===== src/rtl/imm_encoder.sv =====
// Immediate encoder: packs a 32-bit immediate into instruction bits [31:7] for the I/S/B/J formats.
// Two-stage valid/ready pipeline with range/alignment flags and output handshake counters.
`timescale 1ns/1ps
module imm_encoder #(
   parameter int CNT_W = 16,
   parameter int ERR_W = 8
) (
   input  logic             clk,
   input  logic             reset,
   input  logic             inValid,
   output logic             inReady,
   input  logic [31:0]      immValue,
   input  logic [1:0]       immSrc,
   output logic             outValid,
   input  logic             outReady,
   output logic [24:0]      inm,
   output logic             rangeErr,
   output logic             alignErr,
   output logic [CNT_W-1:0] encCount,
   output logic [ERR_W-1:0] errCount
);
   typedef enum logic [1:0] {FMT_I = 2'b00, FMT_S = 2'b01, FMT_B = 2'b10, FMT_J = 2'b11} fmt_e;

   logic             r_s1_valid;
   logic [20:0]      r_s1_imm;
   logic [1:0]       r_s1_src;
   logic             r_s1_range;
   logic             r_s1_align;
   logic             r_s2_valid;
   logic [24:0]      r_inm;
   logic             r_range;
   logic             r_align;
   logic [CNT_W-1:0] r_enc_cnt;
   logic [ERR_W-1:0] r_err_cnt;

   logic             w_s2_load;
   logic             w_s1_load;
   logic             w_out_hs;
   logic             w_fit11;
   logic             w_fit12;
   logic             w_fit20;
   logic             w_range;
   logic             w_align;
   logic [24:0]      w_packed;

   assign w_out_hs  = r_s2_valid & outReady;
   assign w_s2_load = ~r_s2_valid | outReady;
   assign w_s1_load = ~r_s1_valid | w_s2_load;
   assign inReady   = w_s1_load;

   // A value fits when every bit above the format's sign position equals the sign bit.
   assign w_fit11 = (&immValue[31:11]) | ~(|immValue[31:11]);
   assign w_fit12 = (&immValue[31:12]) | ~(|immValue[31:12]);
   assign w_fit20 = (&immValue[31:20]) | ~(|immValue[31:20]);

   always_comb begin
      w_range = 1'b0;
      w_align = 1'b0;
      case (immSrc)
         FMT_I, FMT_S: w_range = ~w_fit11;
         FMT_B: begin
            w_range = ~w_fit12;
            w_align = immValue[0];
         end
         default: begin
            w_range = ~w_fit20;
            w_align = immValue[0];
         end
      endcase
   end

   always_comb begin
      w_packed = '0;
      case (r_s1_src)
         FMT_I: w_packed[24:13] = r_s1_imm[11:0];
         FMT_S: begin
            w_packed[24:18] = r_s1_imm[11:5];
            w_packed[4:0]   = r_s1_imm[4:0];
         end
         FMT_B: begin
            w_packed[24]    = r_s1_imm[12];
            w_packed[23:18] = r_s1_imm[10:5];
            w_packed[4:1]   = r_s1_imm[4:1];
            w_packed[0]     = r_s1_imm[11];
         end
         default: begin
            w_packed[24]    = r_s1_imm[20];
            w_packed[23:14] = r_s1_imm[10:1];
            w_packed[13]    = r_s1_imm[11];
            w_packed[12:5]  = r_s1_imm[19:12];
         end
      endcase
      if (r_s1_range | r_s1_align) begin
         w_packed = '0;
      end
   end

   always_ff @(posedge clk) begin
      if (reset) begin
         r_s1_valid <= 1'b0;
         r_s1_imm   <= '0;
         r_s1_src   <= '0;
         r_s1_range <= 1'b0;
         r_s1_align <= 1'b0;
         r_s2_valid <= 1'b0;
         r_inm      <= '0;
         r_range    <= 1'b0;
         r_align    <= 1'b0;
         r_enc_cnt  <= '0;
         r_err_cnt  <= '0;
      end else begin
         if (w_s1_load) begin
            r_s1_valid <= inValid;
            r_s1_imm   <= immValue[20:0];
            r_s1_src   <= immSrc;
            r_s1_range <= w_range;
            r_s1_align <= w_align;
         end
         // Output registers only move when the consumer has taken the current item or none is held.
         if (w_s2_load) begin
            r_s2_valid <= r_s1_valid;
            r_inm      <= w_packed;
            r_range    <= r_s1_range;
            r_align    <= r_s1_align;
         end
         if (w_out_hs) begin
            r_enc_cnt <= r_enc_cnt + CNT_W'(1);
            if ((r_range | r_align) && (r_err_cnt != '1)) begin
               r_err_cnt <= r_err_cnt + ERR_W'(1);
            end
         end
      end
   end

   assign outValid = r_s2_valid;
   assign inm      = r_inm;
   assign rangeErr = r_range;
   assign alignErr = r_align;
   assign encCount = r_enc_cnt;
   assign errCount = r_err_cnt;
endmodule


===== config.mk =====
export PLATFORM = sky130hd
export DESIGN_NAME = imm_encoder
export DESIGN_NICKNAME = d
export VERILOG_FILES = /design/src/rtl/imm_encoder.sv
export SDC_FILE = /design/constraint.sdc
export NUM_CORES = 1
export LEC_CHECK = 0
export CAP_MARGIN = 10
export CORE_MARGIN = 1
export CORE_UTILIZATION = 35
export CTS_CLUSTER_SIZE = 20
export DETAILED_ROUTE_END_ITERATION = 8
export PLACE_DENSITY = 0.75
export SETUP_SLACK_MARGIN = 0.05
export SLEW_MARGIN = 5
export SYNTH_ARGS = -nofsm -noshare
export SYNTH_HDL_FRONTEND = slang
export SYNTH_SLANG_ARGS = --single-unit

===== constraint.sdc =====
create_clock -name clk -period 1.5 [get_ports clk]
set_input_delay 0.375 -clock clk [delete_from_list [all_inputs] [get_ports clk]]
set_output_delay 0.375 -clock clk [all_outputs]
set_load 0.02 [all_outputs]

Word-level counts from Yosys, hierarchy flattened --
Index checks and enable logic that the tools add are counted.
Word-level totals: input port bits 38, output and inout bits 53, register bits 78, word-level logic and storage cells 55
Operators by class: equality and inequality tests 5, bitwise gates (word level) 16, add/sub/neg operators 2, reductions and logical operators 14, mux-type cells 7
Operator list (count):
- 25-bit two-way mux | 1
- 21-bit AND reduction | 1
- 21-bit OR reduction | 1
- 5-bit case mux with 2 select lines | 2
- 20-bit AND reduction | 1
- 20-bit OR reduction | 1
- 16-bit by 1-bit adder with 16-bit output, second input constant | 1
- 7-bit case mux with 2 select lines | 1
- 12-bit AND reduction | 1
- 12-bit OR reduction | 1
- 8-bit by 1-bit adder with 8-bit output, second input constant | 1
- 8-bit two-way mux | 1
- 8-bit != test, second input constant | 1
- 1-bit inverter | 8
- 1-bit bitwise OR | 7
- 2-bit OR reduction | 3
- 2-bit by 1-bit equality test with 1-bit output, second input constant | 2
- 2-bit equality test, second input constant | 2
- 2-bit logical NOT | 2
- 3-bit OR reduction | 1
- 1-bit case mux with 2 select lines | 1
- 2-bit AND reduction | 1
- 1-bit bitwise AND | 1
- 1-bit logical AND | 1
- 1-bit two-way mux | 1

Longest topological paths before layout --
depth after elaboration 5, gate-level depth with buffers 7, depth with buffers taken out 6

Least setup slack after synthesis --
No wires, ideal clock.
path kind flip-flop to output port, from register r_s2_valid, in the netlist outValid, to output inReady, path slack -0.214 ns, required time 1.125 ns, stages on the path, launching flop included 6, arrival 1.339 ns, buffers on the path 2, path through dfxtp_1 > nor2b_1 > and2_1 > buf_2 > clkinv_1 > buf_2
On the way: word-level cells in the longest chain between the ends 3
Ends and longest elaborated chain:
- start, declared | line 29 | logic r_s2_valid;
- start signal, assigned | line 121 | r_s2_valid <= r_s1_valid;
- 1-bit inverter | line 47 | assign w_s2_load = ~r_s2_valid | outReady;
- 1-bit bitwise OR | line 47
- 1-bit bitwise OR | line 48 | assign w_s1_load = ~r_s1_valid | w_s2_load;
- end, declared | line 11 | output logic inReady,
No other way between the ends.

Final worst setup path --
Same ends and word-level chain as after synthesis.

==> impl_results.md <==
- Status: complete, but fails checks
- Failing checks: negative setup slack
- CP peak stage delay: between 0.3 and 0.4 ns
- CTS Buf Count: 9
- CTS tree: yes
- Worst-Skew Late Latency: roughly 0.34 ns
- Clock share of power: 0.389
- Clock skew: approximately 0.0094 ns
- Layout cells sized above 1: 0.2107
- Fmax: ~660 MHz
- Net Sw Frac: 0.2542
- Slew HR: 0.7553
- Fin crit share: 1.010
- DR WL/cell: roughly 13 µm
- Post-Syn Nets: around 410
- # IOs: 91
- Core area: between 0.008 and 0.009 mm²
- CP endpoint kind: primary output
- Slowest library cell on the worst path: dfxtp_2
- Mapped Area: around 0.0031 mm²
- Worst-Margin Slew: between 0.3 and 0.4 ns
- Routed vias/inst: ~4.9
- Delay-heaviest family, CP: flip-flops
- Max-Cap Viols: 0
- Ant diodes: 0
- Gr ovfl total: 0
- CTS H-tree depth: 3
- Fillers: a little over 800
- Hold crit path type: input pin to flop
- Static Leakage: approximately 1.9 nW
- CP Max Fanout: 2
- Setup WS pre-CTS: -0.6947 ns
- Sequential fraction of design power: 0.519
- GPL Wtd Cong: approximately 0.76
- Pint: a little over 3 mW
- Die width: just under 100 µm
- Final setup fails: 1
- Area leader, netlist: dfxtp_1
- Placed cell areas: roughly 0.0043 mm²
- Storage element area: around 0.0016 mm²
- Rows: 34
- Drt total wl: 7914 µm
- Via count: 2,919
- Post-synth EDFFs: 0
- #FFs+latches synth: 78
- DRT iter0 DRCs: 136
- Net Switching: between 1 and 1.5 mW
- Worst EP arrival: roughly 1.1 ns
- Synth top area share: 0.5002
- Hold Violations, Final: 0
- Final core occ: 0.5336
- Startpoint Class: flop
- Area delta synth->final: 48.34%
- WP buf/inv: 2
- IO Port Bufs: 90
- Crit Path Class: flop to primary output
- Clk buf depth: 2
- Clock period minus worst slack: about 1.5 ns
- Fin area: between 0.004 and 0.005 mm²
- Clk sinks: 78
- Vias in the first global route: approximately 2,800
- PD cells: roughly 900 mW/mm²
- Final ANT Viol Nets: 0
- Worst EP required: 1.12 ns
- Tot GR Track Use: 0.1737
- Reg clk slew, reported paths: about 0.090 ns
- RSZ-0062 raised after global routing: true
- Footprint of the multi-input gates: around 0.0016 mm²
- Die area: ~0.0093 mm²
- Post-route setup slack: -0.01561 ns
- Peak supply drop: roughly 430 µV
- Root Driver: clkbuf_8
- First-pass GRT wire length: ~12,000 µm
- Die H: ~96 µm
- Fin. max-slew vios: 0
- Top_reg_cell synth: dfxtp_1
- Synth Instances: 363
- Nets: around 520
- Syn avg cell area: between 8 and 9 µm²
- Synth cell types: 38
- Hold slack final: about 0.31 ns
- Power share of the combinational group: 0.091
- Cell breakdown of the critical path: nor2b_4, and2_4, clkinv_4, buf_6
- Largest net degree at the start of global routing: 30
- Total power: approximately 4.2 mW
- Synth warn: 0
- DRC: 0
- Final HPWL DP: ~5700 µm
- Top post-synthesis cells by area: dfxtp_1, nand2_1, nor2_1
- Asr flop ratio synth: 0
- CTS Hold Bufs: 0
- 1st-pass router iterations: 4
- Starting Density: 0.3597
- Initial antenna violation count: 0
- Register area share after synthesis: 0.5002
## cell usage after synthesis, types with 3 or more instances
library cell,number
a21oi_1,32
and2_1,3
nor3_1,9
nand3_1,9
nand4_1,7
nor2b_1,3
xor2_1,6
dfxtp_1,78
o21ai_0,8
buf_1,4
buf_2,6
inv_1,7
or3_1,5
nor2_1,53
nor4_1,5
mux2i_1,3
ha_1,6
a22oi_1,24
clkbuf_1,10
nand2_1,56
xnor2_1,11
## metal layers
| metal | routed length, µm | GRT usage | part of all wire |
|---|---|---|---|
| met2 | 3860 | 0.3034 | 0.49 |
| met1 | 3582 | 0.2082 | 0.45 |
| met5 | 0 | 0 | 0 |
| met3 | 360 | 0.03521 | 0.045 |
| met4 | 110 | 0.06863 | 0.014 |
## timing repair
action | in CTS | in global routing
pin swaps | 9 | 8
hold endpoints to repair | 0 | 0
endpoints found under the setup margin | 103 | 42
setup buffers | 1 | 3
resized for setup | 101 | 37
## power groups by stage
stage	clock network, mW	logic (mW)	registers (mW)
3_3_place_gp	0	0.379	2.21
6_report	1.62	0.379	2.16
3_5_place_dp	0	0.390	2.21
5_1_grt	1.74	0.413	2.17
4_1_cts	1.64	0.375	2.16
2_1_floorplan	0	0.150	2.23
## flip-flops by register name, indices dropped and copies added (netlist names)
signal,flops
r_s1_align,1
r_s1_imm,21
errCount,8
r_s1_valid,1
outValid,1
encCount,16
r_s1_src,2
r_s1_range,1
inm,25
rangeErr,1
alignErr,1
## path summary, 6_finish.rpt
check / start / to / slack (ns) / cells after the start
worst max-delay path: outValid / inReady / -0.02 / 4
worst min-delay path: reset / r_s1_imm[20] / 0.31 / 2
worst max register to register: outValid / encCount[12] / 0.02 / 6
worst min register to register: r_s1_imm[13] / r_s1_imm[13] / 0.45 / 2
## worst register-to-register path, cell delays in order (launching register included)
cell      delay, ns
dfxtp_2        0.33
buf_4          0.10
and2_2         0.23
and3_4         0.24
nand2b_4       0.06
or3_1          0.31
a21oi_1        0.15
## cells by family (layout without fill, tap and decap cells)
| logic type | Yosys count | after routing | synth area share |
|---|---|---|---|
| and+or+nand+nor | 159 | 159 | 0.2365 |
| AOI/OAI and AO/OA | 72 | 72 | 0.1459 |
| DFF | 78 | 78 | 0.5002 |
| xor gates and xnor gates | 17 | 17 | 0.04769 |
| muxes | 3 | 3 | 0.009620 |
| buffers and inverters | 28 | 149 | 0.03607 |
| adders and majority gates | 6 | 6 | 0.02405 |
## layout by cell type (no fill, tap or decap), types with 2 or more instances in the layout
master,count
nand4_4,2
ha_1,5
dfxtp_1,65
and2_4,2
dfxtp_4,3
nand3_1,8
or3_1,5
xor2_1,6
nor3_2,6
nor3b_2,2
nor3_1,3
mux2i_1,3
nand4_1,7
nand2_1,56
clkdlybuf4s15_1,16
inv_6,2
clkbuf_2,4
a21oi_1,32
xnor2_1,11
clkdlybuf4s15_2,7
clkinv_4,2
a22oi_1,24
inv_1,7
buf_6,2
clkdlybuf4s50_1,25
clkbuf_8,9
nor4_2,3
nor2b_1,2
dfxtp_2,10
nor2_1,52
nor4_1,2
buf_4,34
o21ai_0,7
dlygate4sd2_1,36
## per-stage QoR
stage / TNS (ns) / std cells
after CTS: -0.03271 / 589
after global placement: -28.83 / 572
after global routing: -0.4175 / 592
after floorplan: 0 / 363
after detailed placement: -33.85 / 572
final: -0.01561 / 592
## area by class of cell
class | instances | share of cell area
timing repair buffer | 125 | 0.2391
clock buffer | 9 | 0.02675
inverter | 8 | 0.007566
tap | 108 | 0.02918
clock inverter | 7 | 0.01729
sequential | 78 | 0.3423
multi-input combinational | 257 | 0.3377
Note: power is estimated with default switching activity, not from simulation.
